--- src/rtl/layer_io_sequencer_if.sv ---
// Serial stream bundle for layer_io_sequencer: input word channel and output word channel.
// The master side is the sample source/sink; the slave side is the sequencer.
interface layer_io_sequencer_if;
    logic        in_valid_x70;
    logic        in_ready_x70;
    logic [31:0] in_data_x70;
    logic        out_valid_x70;
    logic        out_ready_x70;
    logic [31:0] out_data_x70;
    logic        out_last_x70;

    modport master (
        output in_valid_x70, in_data_x70, out_ready_x70,
        input  in_ready_x70, out_valid_x70, out_data_x70, out_last_x70
    );

    modport slave (
        input  in_valid_x70, in_data_x70, out_ready_x70,
        output in_ready_x70, out_valid_x70, out_data_x70, out_last_x70
    );
endinterface

--- src/rtl/layer_io_sequencer.sv ---
// Serial-to-parallel front end and parallel-to-serial back end for the 6-in/4-out layer.
// Optional argmax class output is enabled with `define SEQ_ARGMAX_EN.
module layer_io_sequencer #(
    parameter int unsigned TIMEOUT = 64
) (
    input  logic                 clk_x70,
    input  logic                 reset_n_x70,
    layer_io_sequencer_if.slave  io,
    output logic                 layer_reset_x70,
    input  logic                 layer_done_x70,
    output logic [31:0]          x1_x70,
    output logic [31:0]          x2_x70,
    output logic [31:0]          x3_x70,
    output logic [31:0]          x4_x70,
    output logic [31:0]          x5_x70,
    output logic [31:0]          x6_x70,
    input  logic [31:0]          y1_x70,
    input  logic [31:0]          y2_x70,
    input  logic [31:0]          y3_x70,
    input  logic [31:0]          y4_x70,
    output logic                 busy_x70,
    output logic                 err_timeout_x70
`ifdef SEQ_ARGMAX_EN
    ,
    output logic [1:0]           class_x70
`endif
);
    localparam int unsigned CW = $clog2(TIMEOUT + 1);

    typedef enum logic [2:0] {IDLE, LOAD, CLEAR, RUN, SEND} state_t;

    state_t          state_q, state_d;
    logic [2:0]      idx_q, idx_d;
    logic [1:0]      oidx_q, oidx_d;
    logic [CW-1:0]   cnt_q, cnt_d;
    logic [31:0]     x_q [6];
    logic [31:0]     x_d [6];
    logic [31:0]     yreg_q [4];
    logic [31:0]     yreg_d [4];
    logic [31:0]     y_w [4];
    logic            in_ready_q, in_ready_d;
    logic            out_valid_q, out_valid_d;
    logic            out_last_q, out_last_d;
    logic [31:0]     out_data_q, out_data_d;
    logic            busy_q, busy_d;
    logic            err_q, err_d;
`ifdef SEQ_ARGMAX_EN
    logic [1:0]      cls_q, cls_d;

    // Sign bit forces a word to zero; strict compare keeps the lowest index on ties.
    function automatic logic [1:0] argmax4(input logic [31:0] w [4]);
        logic [30:0] best;
        logic [30:0] mag;
        argmax4 = '0;
        best    = w[0][31] ? '0 : w[0][30:0];
        for (int unsigned i = 1; i < 4; i++) begin
            mag = w[i][31] ? '0 : w[i][30:0];
            if (mag > best) begin
                best    = mag;
                argmax4 = i[1:0];
            end
        end
    endfunction
`endif

    assign y_w[0] = y1_x70;
    assign y_w[1] = y2_x70;
    assign y_w[2] = y3_x70;
    assign y_w[3] = y4_x70;

    always_comb begin
        state_d = state_q;
        idx_d   = idx_q;
        oidx_d  = oidx_q;
        cnt_d   = cnt_q;
        x_d     = x_q;
        yreg_d  = yreg_q;
        err_d   = err_q;
`ifdef SEQ_ARGMAX_EN
        cls_d   = cls_q;
`endif
        unique case (state_q)
            IDLE: state_d = LOAD;
            LOAD: begin
                if (io.in_valid_x70 && in_ready_q) begin
                    for (int unsigned i = 0; i < 6; i++) begin
                        if (idx_q == i[2:0]) x_d[i] = io.in_data_x70;
                    end
                    if (idx_q == 3'd5) begin
                        idx_d   = '0;
                        state_d = CLEAR;
                    end else begin
                        idx_d = idx_q + 3'd1;
                    end
                end
            end
            CLEAR: begin
                cnt_d   = '0;
                state_d = RUN;
            end
            RUN: begin
                cnt_d = cnt_q + 1'b1;
                // cnt_q == 0 marks the first RUN cycle, where a done left over from the
                // previous sample may still be visible; done beats a same-cycle timeout.
                if (layer_done_x70 && (cnt_q != '0)) begin
                    yreg_d  = y_w;
`ifdef SEQ_ARGMAX_EN
                    cls_d   = argmax4(y_w);
`endif
                    state_d = SEND;
                end else if (cnt_d == TIMEOUT[CW-1:0]) begin
                    yreg_d  = '{default: '0};
`ifdef SEQ_ARGMAX_EN
                    cls_d   = '0;
`endif
                    err_d   = 1'b1;
                    state_d = SEND;
                end
            end
            SEND: begin
                if (out_valid_q && io.out_ready_x70) begin
                    if (oidx_q == 2'd3) begin
                        oidx_d  = '0;
                        state_d = LOAD;
                    end else begin
                        oidx_d = oidx_q + 2'd1;
                    end
                end
            end
            default: state_d = IDLE;
        endcase

        // Handshake outputs are registered, so they are decoded from the next state.
        in_ready_d  = (state_d == LOAD);
        out_valid_d = (state_d == SEND);
        out_last_d  = (state_d == SEND) && (oidx_d == 2'd3);
        out_data_d  = (state_d == SEND) ? yreg_d[oidx_d] : '0;
        busy_d      = (state_d inside {CLEAR, RUN, SEND});
    end

    always_ff @(posedge clk_x70 or negedge reset_n_x70) begin
        if (!reset_n_x70) begin
            state_q     <= IDLE;
            idx_q       <= '0;
            oidx_q      <= '0;
            cnt_q       <= '0;
            x_q         <= '{default: '0};
            yreg_q      <= '{default: '0};
            in_ready_q  <= 1'b0;
            out_valid_q <= 1'b0;
            out_last_q  <= 1'b0;
            out_data_q  <= '0;
            busy_q      <= 1'b0;
            err_q       <= 1'b0;
`ifdef SEQ_ARGMAX_EN
            cls_q       <= '0;
`endif
        end else begin
            state_q     <= state_d;
            idx_q       <= idx_d;
            oidx_q      <= oidx_d;
            cnt_q       <= cnt_d;
            x_q         <= x_d;
            yreg_q      <= yreg_d;
            in_ready_q  <= in_ready_d;
            out_valid_q <= out_valid_d;
            out_last_q  <= out_last_d;
            out_data_q  <= out_data_d;
            busy_q      <= busy_d;
            err_q       <= err_d;
`ifdef SEQ_ARGMAX_EN
            cls_q       <= cls_d;
`endif
        end
    end

    // The layer is held in reset for as long as the sequencer is.
    assign layer_reset_x70  = ~reset_n_x70 | (state_q == CLEAR);

    assign io.in_ready_x70  = in_ready_q;
    assign io.out_valid_x70 = out_valid_q;
    assign io.out_last_x70  = out_last_q;
    assign io.out_data_x70  = out_data_q;
    assign busy_x70         = busy_q;
    assign err_timeout_x70  = err_q;
    assign x1_x70           = x_q[0];
    assign x2_x70           = x_q[1];
    assign x3_x70           = x_q[2];
    assign x4_x70           = x_q[3];
    assign x5_x70           = x_q[4];
    assign x6_x70           = x_q[5];
`ifdef SEQ_ARGMAX_EN
    assign class_x70        = cls_q;
`endif
endmodule

--- src/flat_wrapper.sv ---
// flat-port wrapper written by rule: the top's interface ports become plain ports
module layer_io_sequencer_flat 
#(
    parameter int unsigned TIMEOUT = 64
)
  (clk_x70, reset_n_x70, layer_reset_x70, layer_done_x70, x1_x70, x2_x70, x3_x70, x4_x70, x5_x70, x6_x70, y1_x70, y2_x70, y3_x70, y4_x70, busy_x70, err_timeout_x70, io_in_valid_x70, io_in_data_x70, io_out_ready_x70, io_in_ready_x70, io_out_valid_x70, io_out_data_x70, io_out_last_x70);
  layer_io_sequencer_if io_i ();
  input  logic clk_x70;
  input  logic reset_n_x70;
  output logic layer_reset_x70;
  input  logic layer_done_x70;
  output logic [31:0] x1_x70;
  output logic [31:0] x2_x70;
  output logic [31:0] x3_x70;
  output logic [31:0] x4_x70;
  output logic [31:0] x5_x70;
  output logic [31:0] x6_x70;
  input  logic [31:0] y1_x70;
  input  logic [31:0] y2_x70;
  input  logic [31:0] y3_x70;
  input  logic [31:0] y4_x70;
  output logic busy_x70;
  output logic err_timeout_x70;
  input wire logic [$bits(io_i.in_valid_x70)-1:0] io_in_valid_x70;
  input wire logic [$bits(io_i.in_data_x70)-1:0] io_in_data_x70;
  input wire logic [$bits(io_i.out_ready_x70)-1:0] io_out_ready_x70;
  output wire logic [$bits(io_i.in_ready_x70)-1:0] io_in_ready_x70;
  output wire logic [$bits(io_i.out_valid_x70)-1:0] io_out_valid_x70;
  output wire logic [$bits(io_i.out_data_x70)-1:0] io_out_data_x70;
  output wire logic [$bits(io_i.out_last_x70)-1:0] io_out_last_x70;
  assign io_i.in_valid_x70 = io_in_valid_x70;
  assign io_i.in_data_x70 = io_in_data_x70;
  assign io_i.out_ready_x70 = io_out_ready_x70;
  assign io_in_ready_x70 = io_i.in_ready_x70;
  assign io_out_valid_x70 = io_i.out_valid_x70;
  assign io_out_data_x70 = io_i.out_data_x70;
  assign io_out_last_x70 = io_i.out_last_x70;
  layer_io_sequencer #(.TIMEOUT(TIMEOUT)) u_core (.clk_x70(clk_x70), .reset_n_x70(reset_n_x70), .io(io_i), .layer_reset_x70(layer_reset_x70), .layer_done_x70(layer_done_x70), .x1_x70(x1_x70), .x2_x70(x2_x70), .x3_x70(x3_x70), .x4_x70(x4_x70), .x5_x70(x5_x70), .x6_x70(x6_x70), .y1_x70(y1_x70), .y2_x70(y2_x70), .y3_x70(y3_x70), .y4_x70(y4_x70), .busy_x70(busy_x70), .err_timeout_x70(err_timeout_x70));
endmodule
--- config.mk ---
export PLATFORM = sky130hd
export DESIGN_NAME = layer_io_sequencer_flat
export DESIGN_NICKNAME = d
export VERILOG_FILES = /design/src/rtl/layer_io_sequencer_if.sv /design/src/rtl/layer_io_sequencer.sv /design/src/flat_wrapper.sv
export SDC_FILE = /design/constraint.sdc
export NUM_CORES = 1
export LEC_CHECK = 0
export ABC_AREA = 1
export CAP_MARGIN = 40
export CORE_ASPECT_RATIO = 0.6
export CORE_UTILIZATION = 30
export DETAILED_ROUTE_END_ITERATION = 10
export SETUP_SLACK_MARGIN = 0.05
export SLEW_MARGIN = 5
export SYNTH_ARGS = -nofsm -noshare
export SYNTH_HDL_FRONTEND = slang
export SYNTH_SLANG_ARGS = --single-unit
--- constraint.sdc ---
create_clock -name clk_x70 -period 2.2 [get_ports clk_x70]
set_input_delay 0.66 -clock clk_x70 [delete_from_list [all_inputs] [get_ports clk_x70]]
set_output_delay 0.66 -clock clk_x70 [all_outputs]
set_load 0.005 [all_outputs]
Word-level counts from Yosys, hierarchy flattened:

Cells that the tools add are included.

* RAM bits: 0
* register bits after elaboration: 372
* ROM bits: 0
* bits in latches: 0
* memories kept: 0
* word-level logic and storage cells: 80

* equality and inequality tests: 16
* bitwise gates (word level): 4
* shift-type cells: 0
* multiply operators: 0
* divide/modulo/power cells: 0
* mux-type cells: 19
* order comparisons: 1
* $add $sub $neg: 3
* reduce and logical (&&, ||, !) cells: 17

Operators by type and width (number)
* $mux 128: 3
* $mux 32: 3
* $bmux 32 s2: 1
* $mux 3: 7
* $reduce_and 3->1: 7
* $eq 3x2->1 const B: 6
* $pmux 3 s5: 1
* $pmux 7 s2: 1
* $eq 3x3->1 const B: 4
* $eq 3x1->1 const B: 3
* $add 7x1->7 const B: 1
* $eq 7x7->1 const B: 1
* $reduce_bool 7->1: 1
* $logic_not 3->1: 2
* $mux 2: 3
* $eq 2x2->1 const B: 2
* $logic_and 1x1->1: 4
* $add 3x1->3 const B: 1
* $ge 3x3->1 const B: 1
* $not 2->3: 1
* $reduce_bool 3->1: 1
* $add 2x1->2 const B: 1
* $not 1->1: 2
* $reduce_and 2->1: 1
* other kinds (2): 2

Depth between registers and ports, before layout:

Gate-level depths: netlist (run 1).

* depth after elaboration: 9
* depth in mapped cells: 15
* gate-level depth less buffers: 13

Worst setup path after synthesis (run 1):

Ideal clock, no wire load.

* path kind: register to register
* start: reg u_core.cnt_q[0]
* end: reg u_core.out_data_q[10], in the netlist u_core.io.out_data_x70[10]
* required time: 2.064 ns
* arrival: 1.738 ns
* stages on the path, launching flop included: 10
* setup time: 0.136 ns
* slack: 0.325 ns
* path buffers: 1
* cells stage by stage: dfrtp_1 > ha_1 > nand3_1 > xor2_1 > nor2_1 > nand2_2 > o21ai_1 > nor2_1 > clkbuf_1 > a21oi_1

* longest elaborated chain between the ends: 9
* elaborated cells between the ends (all ways): 15
* those cells by class: add/sub (1); eq/ne (2); mux (10); reduce/logical (2)

RTL lines
* start: declaration: RTL line layer_io_sequencer.sv:35 `logic [CW-1:0] cnt_q, cnt_d;`
* start signal: assignment: RTL line layer_io_sequencer.sv:162 `cnt_q <= cnt_d;`
* $add 7x1->7: RTL line layer_io_sequencer.sv:102 `cnt_d = cnt_q + 1'b1;`
* $eq 7x7->1: RTL line layer_io_sequencer.sv:111 `end else if (cnt_d == TIMEOUT[CW-1:0]) begin`
* $mux 128: RTL line layer_io_sequencer.sv:111
* $mux 128: RTL line layer_io_sequencer.sv:105 `if (layer_done_x70 && (cnt_q != '0)) begin`
* $mux 128: RTL line layer_io_sequencer.sv:82 `unique case (state_q)`
* $bmux 32 s2: RTL line layer_io_sequencer.sv:137 `out_data_d = (state_d == SEND) ? yreg_d[oidx_d] : '0;`
* $mux 32 (not written as such) (2 in series): RTL line layer_io_sequencer.sv:137
* $mux 32 (*): RTL line layer_io_sequencer.sv:137
* net u_core.out_data_d[10]: RTL line layer_io_sequencer.sv:44 `logic [31:0] out_data_q, out_data_d;`
* end signal: assignment: RTL line layer_io_sequencer.sv:168 `out_data_q <= out_data_d;`
* end: declaration: RTL line layer_io_sequencer.sv:44

The timed path passes the listed nets; every way through them passes the cells marked *. The select of a mux whose other input is x is not followed.
A chain may end at the register's enable or synchronous reset.

Worst setup path in the final report (run 1):

* start: reg u_core.cnt_q[1]
* end: reg u_core.out_data_q[29], in the netlist u_core.io.out_data_x70[29]

Same word-level chain as after synthesis.

==> results of run 1 <==
-- timing repair --
action | 4_1_cts | 5_1_grt
resized for setup | 49 | 134
buffers inserted | 10 | 12
cloned | 0 | 13
pin swaps | 7 | 14
hold buffers | 0 | 0
endpoints found under the setup margin | 183 | 191
-- registers in the layout, indices dropped and copies added (netlist names), 2 cells and up --
signal and count:
u_core.io.out_data_x70 32, u_core.state_q 3, u_core.x2_x70 32, u_core.oidx_q 2
u_core.x4_x70 32, u_core.yreg_q 128, u_core.idx_q 3, u_core.x1_x70 32
u_core.x6_x70 32, u_core.cnt_q 7, u_core.x3_x70 32, u_core.x5_x70 32
-- cell type report --
class	instances	area, µm²
Clock buffer	56	1120
Clock inverter	14	208
Fill cell	6060	33700
Inverter	478	1800
Multi-Input combinational cell	1499	7000
Sequential cell	372	9310
Tap cell	816	1020
Timing Repair Buffer	525	5800
-- worst max-delay path by stage --
stage	startpoint	to	slack, ns	cells after the start
after global placement	io_out_ready_x70	u_core.io.out_data_x70[0]	-0.49	12
after floorplan	u_core.cnt_q[0]	u_core.io.out_data_x70[10]	0.33	9
final	u_core.cnt_q[1]	u_core.io.out_data_x70[29]	-0.04	13
after CTS	u_core.cnt_q[0]	u_core.io.out_data_x70[25]	0.02	13
after global routing	u_core.cnt_q[0]	u_core.io.out_data_x70[16]	-0.12	16
after detailed placement	io_out_ready_x70	u_core.io.out_data_x70[0]	-0.51	12
-- layout by cell type, fill, tap and decap left out, types with 17 or more instances in the layout --
| cell | count |
|---|---|
| o21ai_0 | 328 |
| inv_1 | 464 |
| clkdlybuf4s50_1 | 317 |
| nand2_1 | 676 |
| dlymetal6s2s_1 | 45 |
| nand2_2 | 23 |
| nand3_1 | 121 |
| clkbuf_16 | 52 |
| o22ai_1 | 129 |
| a21oi_1 | 17 |
| nor2_1 | 136 |
| dfrtp_1 | 369 |
| buf_4 | 63 |
| buf_12 | 42 |
| dlygate4sd2_1 | 30 |
-- power by group through the flow --
stage               combinational [mW]  clock (mW)  sequential (mW)
floorplan                         6.15           0             11.0
global placement                  13.1           0             10.8
global route                      14.8        7.54             11.1
detailed placement                13.2           0             10.9
CTS                               13.1        7.26             10.8
finish                            13.4        7.07             10.8
-- kinds of logic after synthesis --
kind of cell / count (synthesis)
compound gates: 498
xor+xnor: 2
fa+ha+maj: 4
buf+inv: 632
flops: 372
simple gates: 995
-- per-stage QoR --
step | total power, mW | worst slack [ns]
global placement | 24.0 | -0.485
detailed placement | 24.1 | -0.513
floorplan | 17.1 | 0.325
CTS | 31.2 | 0.0183
global route | 33.5 | -0.121
finish | 31.3 | -0.0389
-- per-layer routing --
| metal | vias to the layer above | part of all wire, % | GRT usage [%] |
|---|---|---|---|
| met1 | 8479 | 49 | 34.3 |
| met4 | 0 | 1.9 | 4.23 |
| met2 | 737 | 40 | 29.0 |
| met3 | 91 | 8.9 | 4.36 |
| li1 | 8577 | - | - |
| met5 | - | 0 | 0 |
==> metrics.log, run 1 <==
[metrics] status: finished with violations
[metrics] violations in the final reports: negative setup slack
[metrics] data required time at the worst endpoint: 2.67 ns
[metrics] TritonCTS buffer count: 40
[metrics] Total Routed Length: 70700 µm
[metrics] Slew @ Worst Pin: 0.851 ns
[metrics] crit path max fanout: 8
[metrics] clock share of power: 22.6%
[metrics] most frequent cells after synthesis: nand2_1 (702), inv_1 (475), dfrtp_1 (372)
[metrics] share of cell area taken by muxes after synthesis: 0%
[metrics] period utilization: 102%
[metrics] post-layout util: 43.8%
[metrics] leading cell type by number of instances after synthesis: nand2_1
[metrics] fraction of synthesized cell area taken by the top area cell type: 50.5%
[metrics] complex-gate fraction of the synthesized area: 14.5%
[metrics] post-route clock skew: 0.0191 ns
[metrics] summed instance area of the synthesized netlist: 18400 µm²
[metrics] instance area after placement: 24000 µm²
[metrics] max-capacitance violation count: 0
[metrics] unrepaired setup endpoints after global routing: yes
[metrics] launch instance of the worst register-to-register path: u_core.cnt_q[1]
[metrics] combinational family with the most area after synthesis: simple AND/OR/NAND/NOR gates
[metrics] Placeable Area: 60000 µm²
[metrics] clock input transition at the sequential cells of the worst setup and hold paths: 0.06 ns
[metrics] final-layout setup total negative slack: -0.0992 ns
[metrics] Combinational Power Share: 42.9%
[metrics] portion of the post-synthesis area used by sequential elements: 50.5%
[metrics] CTS tree: yes
[metrics] critical path type: reg2reg
[metrics] global-route wire length before repair: 104000 µm
[metrics] max-slew violation count: 0
[metrics] DRC violations left: 0
[metrics] top cells by area in the synthesized netlist: dfrtp_1 (50%), nand2_1 (14%), inv_1 (9.7%), o21ai_0 (9.0%), o22ai_1 (4.4%)
[metrics] ordered list of cells on the worst path: ha_4, nand3_4, o21bai_1, nand2_1, nor2_2, nand2_4, buf_4, o21ai_4, buf_6, nor2_4, buf_12, clkbuf_16, a21oi_1
[metrics] clock latency on the worst-skew pair: 0.55 ns
[metrics] Pre-Repair DR Iteration Count: 7
[metrics] Post-Syn Area per Cell: 7.37 µm²
[metrics] dominant delay contributor by cell family on the critical path: buffers and inverters
[metrics] cell type of the slowest stage on the worst timing path: dfrtp_1
[metrics] post-route minimum period: 2.24 ns
[metrics] die height: 194 µm
[metrics] net switching power of the design: 11.4 mW
[metrics] synthesized netlist net count: 2672
[metrics] PortBufs: 394
[metrics] simple-gate area share of the yosys netlist: 21.4%
[metrics] cells after synthesis: 2503
[metrics] H-tree depth: 2
[metrics] HPWL after detailed placement: 48800 µm
[metrics] clock root buffer: clkbuf_16
[metrics] DRC marker count from the first detailed-route iteration: 1740
[metrics] vias in the first global route: 16183
[metrics] Cells after DPL: 3655
[metrics] num rows: 69
[metrics] largest area contributor in the netlist: dfrtp_1
[metrics] post-layout worst setup margin: -0.0389 ns
[metrics] global-route usage over all layers: 21.4%
[metrics] starting density of the core: 30.7%
[metrics] standby leakage power: 14.3 nW
[metrics] wire length per cell: 18.8 µm
[metrics] VDD IR-drop max: 0.590 mV
[metrics] path depth of the worst reg2reg path: 13
[metrics] synthesis-stage register bit count: 372
[metrics] main flop type after synthesis: dfrtp_1
[metrics] number of top-level design ports: 395
[metrics] fraction of layout cells with a size suffix above 1: 9.71%
[metrics] internal power consumption: 19.9 mW
[metrics] post-route worst hold slack: 0.0962 ns
[metrics] number of enable-type register cells in the synthesized netlist: 0
[metrics] class of the worst hold path: in2async
[metrics] vias: 17884
[metrics] Die Span X: 322 µm
[metrics] adder-cell area share of the yosys netlist: 0.271%
[metrics] total setup violations reported at the end of the flow: 9
[metrics] ant diodes: 0
[metrics] number of non-filler instances in the completed layout: 3760
[metrics] worst endpoint data arrival time: 2.71 ns
[metrics] xor and xnor area share after synthesis: 0.0950%
[metrics] signed area change from the synthesized netlist to the final layout: 42.5%
[metrics] area of the die: 62500 µm²
[metrics] power per standard cell area: 1190 nW/µm²
[metrics] total global routing overflow: 0
[metrics] reg-to-reg endpoint: u_core.io.out_data_x70[29]
[metrics] Post-Layout Inst Area: 26300 µm²
[metrics] total number of yosys warnings: 0
[metrics] power share of the sequential group: 34.6%
[metrics] pin count of the biggest net entering global routing: 144
[metrics] total buffers and inverters traversed by the critical path: 4
[metrics] number of antenna violations at the first check in global routing: 0
[metrics] Antenna Violating Nets Remaining: 0
[metrics] share of synthesized registers carrying an async set or reset: 100%
[metrics] tightest slew margin relative to the limit: 43.2%
[metrics] Netlist cell types: 28
[metrics] clock buffer depth: 3
[metrics] Sw Share: 36.5%
[metrics] kind of launch point of the worst setup path: register
[metrics] worst reg-to-reg setup slack: -0.04 ns
[metrics] Fin. Hold Viols: 0
[metrics] f_max: 0.447 GHz
[metrics] global placer's final weighted congestion: 0.942
[metrics] CTS sink cnt: 372
[metrics] Total Nets Final: 3085
[metrics] average vias per placed instance: 4.76
[metrics] Worst path max stage delay: 0.41 ns
[metrics] category of the worst setup path capture point: register
Note: power is estimated with default switching activity, not from simulation.
==> run 2: changes to the inputs <==
Settings changed: CORE_UTILIZATION 30 to 47, PLACE_DENSITY_LB_ADDON set to 0.2.
Clock period 2.2 ns to 1.9 ns, I/O delays scaled along.
==> run 2 against run 1 <==
Largest power group unchanged. Clock skew down 0.00066 ns. Maximum frequency increased by 1.6%. Highest routed layer unchanged. The flow still finishes with violations (negative setup slack). Flip-flop and latch count unchanged.
==> metrics.log, run 2 (synthesis results as in run 1) <==
[metrics] startpoint of the most critical setup path: u_core.cnt_q[1]
[metrics] PortBufs: 394
[metrics] post-layout worst setup margin: -0.305 ns
[metrics] pin count of the biggest net entering global routing: 98
[metrics] max-capacitance violation count: 0
[metrics] standby leakage power: 14.4 nW
[metrics] clock input transition at the sequential cells of the worst setup and hold paths: 0.07 ns
[metrics] kind of launch point of the worst setup path: register
[metrics] data required time at the worst endpoint: 2.30 ns
[metrics] Worst path max stage delay: 0.42 ns
[metrics] VDD IR-drop max: 0.793 mV
[metrics] number of flip-flops under the largest register name: 128
[metrics] status: finished with violations
[metrics] total setup violations reported at the end of the flow: 367
[metrics] area of the die: 40100 µm²
[metrics] f_max: 0.454 GHz
[metrics] wire length per cell: 20.1 µm
[metrics] Post-Layout Inst Area: 27900 µm²
[metrics] CTS sink cnt: 372
[metrics] tightest slew margin relative to the limit: 59.7%
[metrics] worst reg-to-reg setup slack: -0.30 ns
[metrics] fraction of layout cells with a size suffix above 1: 18.2%
[metrics] signed area change from the synthesized netlist to the final layout: 51.3%
[metrics] period utilization: 116%
[metrics] vias in the first global route: 18006
[metrics] TritonCTS buffer count: 37
[metrics] category of the worst setup path capture point: register
[metrics] vias: 19273
[metrics] path depth of the worst reg2reg path: 12
[metrics] ordered list of cells on the worst path: ha_4, nand3_4, o21bai_1, nand2_2, nor2_4, nand2_8, o21ai_4, buf_6, buf_12, buf_12, buf_16, o22ai_1
[metrics] worst-case setup slack after placement: -0.803 ns
[metrics] dominant delay contributor by cell family on the critical path: buffers and inverters
[metrics] cell mode on critical path: buf_12
[metrics] DRC marker count from the first detailed-route iteration: 2438
[metrics] crit path max fanout: 6
[metrics] global-route usage over all layers: 33.5%
[metrics] critical path type: reg2reg
[metrics] starting density of the core: 48.3%
[metrics] Fin. Hold Viols: 0
[metrics] Slew @ Worst Pin: 0.605 ns
[metrics] GRT busiest layer: met2
[metrics] max-slew violation count: 0
[metrics] global-route wire length before repair: 104000 µm
[metrics] highest-count cells in the layout ignoring fill and taps: nand2_1 (597), inv_1 (462), dfrtp_1 (371)
[metrics] reg-to-reg endpoint: u_core.yreg_q[116]
[metrics] unrepaired setup endpoints after global routing: yes
[metrics] HPWL after detailed placement: 45100 µm
[metrics] clock latency on the worst-skew pair: 0.54 ns
[metrics] Total Nets Final: 3153
[metrics] met2 track demand over resource in global routing: 48.6%
[metrics] instance area after placement: 24000 µm²
[metrics] DRC violations left: 0
[metrics] number of top-level design ports: 395
[metrics] cell type of the slowest stage on the worst timing path: dfrtp_1
[metrics] post-route clock skew: 0.0185 ns
[metrics] class of the worst hold path: in2async
[metrics] die height: 155 µm
[metrics] number of antenna violations at the first check in global routing: 3
[metrics] Pre-Repair DR Iteration Count: 6
[metrics] H-tree depth: 2
[metrics] total buffers and inverters traversed by the critical path: 4
[metrics] stages on the worst setup path: 12
[metrics] routing usage on met1: 48.3%
[metrics] global placer's final weighted congestion: 0.955
[metrics] Die Span X: 258 µm
[metrics] launch instance of the worst register-to-register path: u_core.cnt_q[1]
[metrics] post-route minimum period: 2.20 ns
[metrics] Total Routed Length: 71000 µm
[metrics] CTS tree: yes
[metrics] top register by number of flip-flops: u_core.yreg_q
[metrics] post-layout util: 73.1%
[metrics] final-layout setup total negative slack: -50.57 ns
[metrics] Worst setup endpoint: u_core.yreg_q[116]
[metrics] violations in the final reports: negative setup slack
[metrics] total global routing overflow: 0
[metrics] num rows: 55
[metrics] clock buffer depth: 3
[metrics] worst endpoint data arrival time: 2.61 ns
[metrics] most common cell after layout, fill and taps aside: nand2_1
[metrics] average vias per placed instance: 5.47
[metrics] met3 track demand over resource in global routing: 7.22%
[metrics] power per standard cell area: 1370 nW/µm²
[metrics] clock root buffer: clkbuf_16
[metrics] Antenna Violating Nets Remaining: 0
[metrics] Placeable Area: 38200 µm²
-- run 2: worst register-to-register path: cells and delay by family, from the launching register on --
kind                     cells  cell delay [ns]
flip-flops                   1             0.42
AO/OA/AOI/OAI                3             0.43
AND/OR/NAND/NOR              4             0.52
adder cells (fa/ha/maj)      1             0.18
buffers and inverters        4             0.54
-- run 2: worst min-delay path by stage --
stage	start	endpoint	slack, ns	depth (start not counted)
after floorplan	reset_n_x70	u_core.busy_x70	0.27	0
after global placement	u_core.x4_x70[16]	u_core.x4_x70[16]	0.47	2
after detailed placement	u_core.x6_x70[23]	u_core.x6_x70[23]	0.47	2
after CTS	reset_n_x70	u_core.x6_x70[8]	0.09	2
after global routing	reset_n_x70	u_core.x5_x70[10]	0.1	2
final	reset_n_x70	u_core.x6_x70[8]	0.04	2
-- run 2: timing repair --
item,in CTS,in global routing
pin swaps,45,69
resized for setup,191,228
gates cloned,17,17
hold buffers,0,0
buffers inserted,20,6
setup endpoints to repair,398,506
-- run 2: per-stage QoR --
step                hold slack [ns]  total power, mW  std cells
global route                 0.0967             40.3       3524
CTS                          0.0948             36.4       3498
detailed placement            0.471             28.2       3399
finish                       0.0372             38.2       3524
global placement              0.465             27.7       3399
floorplan                     0.274             19.8       2503
-- run 2: per-layer routing --
metal / vias up / share of wire [%]
met5: - / 0
met4: 0 / 4.2
met3: 202 / 10
met2: 1117 / 44
met1: 9227 / 42
li1: 8727 / -
-- run 2: cell type report --
type / instances / area, µm²
clock buffers: 52 / 1050
well taps: 513 / 642
diodes: 3 / 7.51
flip-flops and latches: 372 / 9310
inverters: 478 / 1810
clock inverters: 11 / 165
multi-input cells: 1500 / 8130
repair buffers: 595 / 6790
fillers: 2857 / 10300
-- run 2: power by group --
part / total (mW) / internal, mW / switching, mW
Combinational: 17.9 / 8.41 / 9.53
Clock: 7.64 / 4.41 / 3.23
Sequential: 12.6 / 11.2 / 1.49
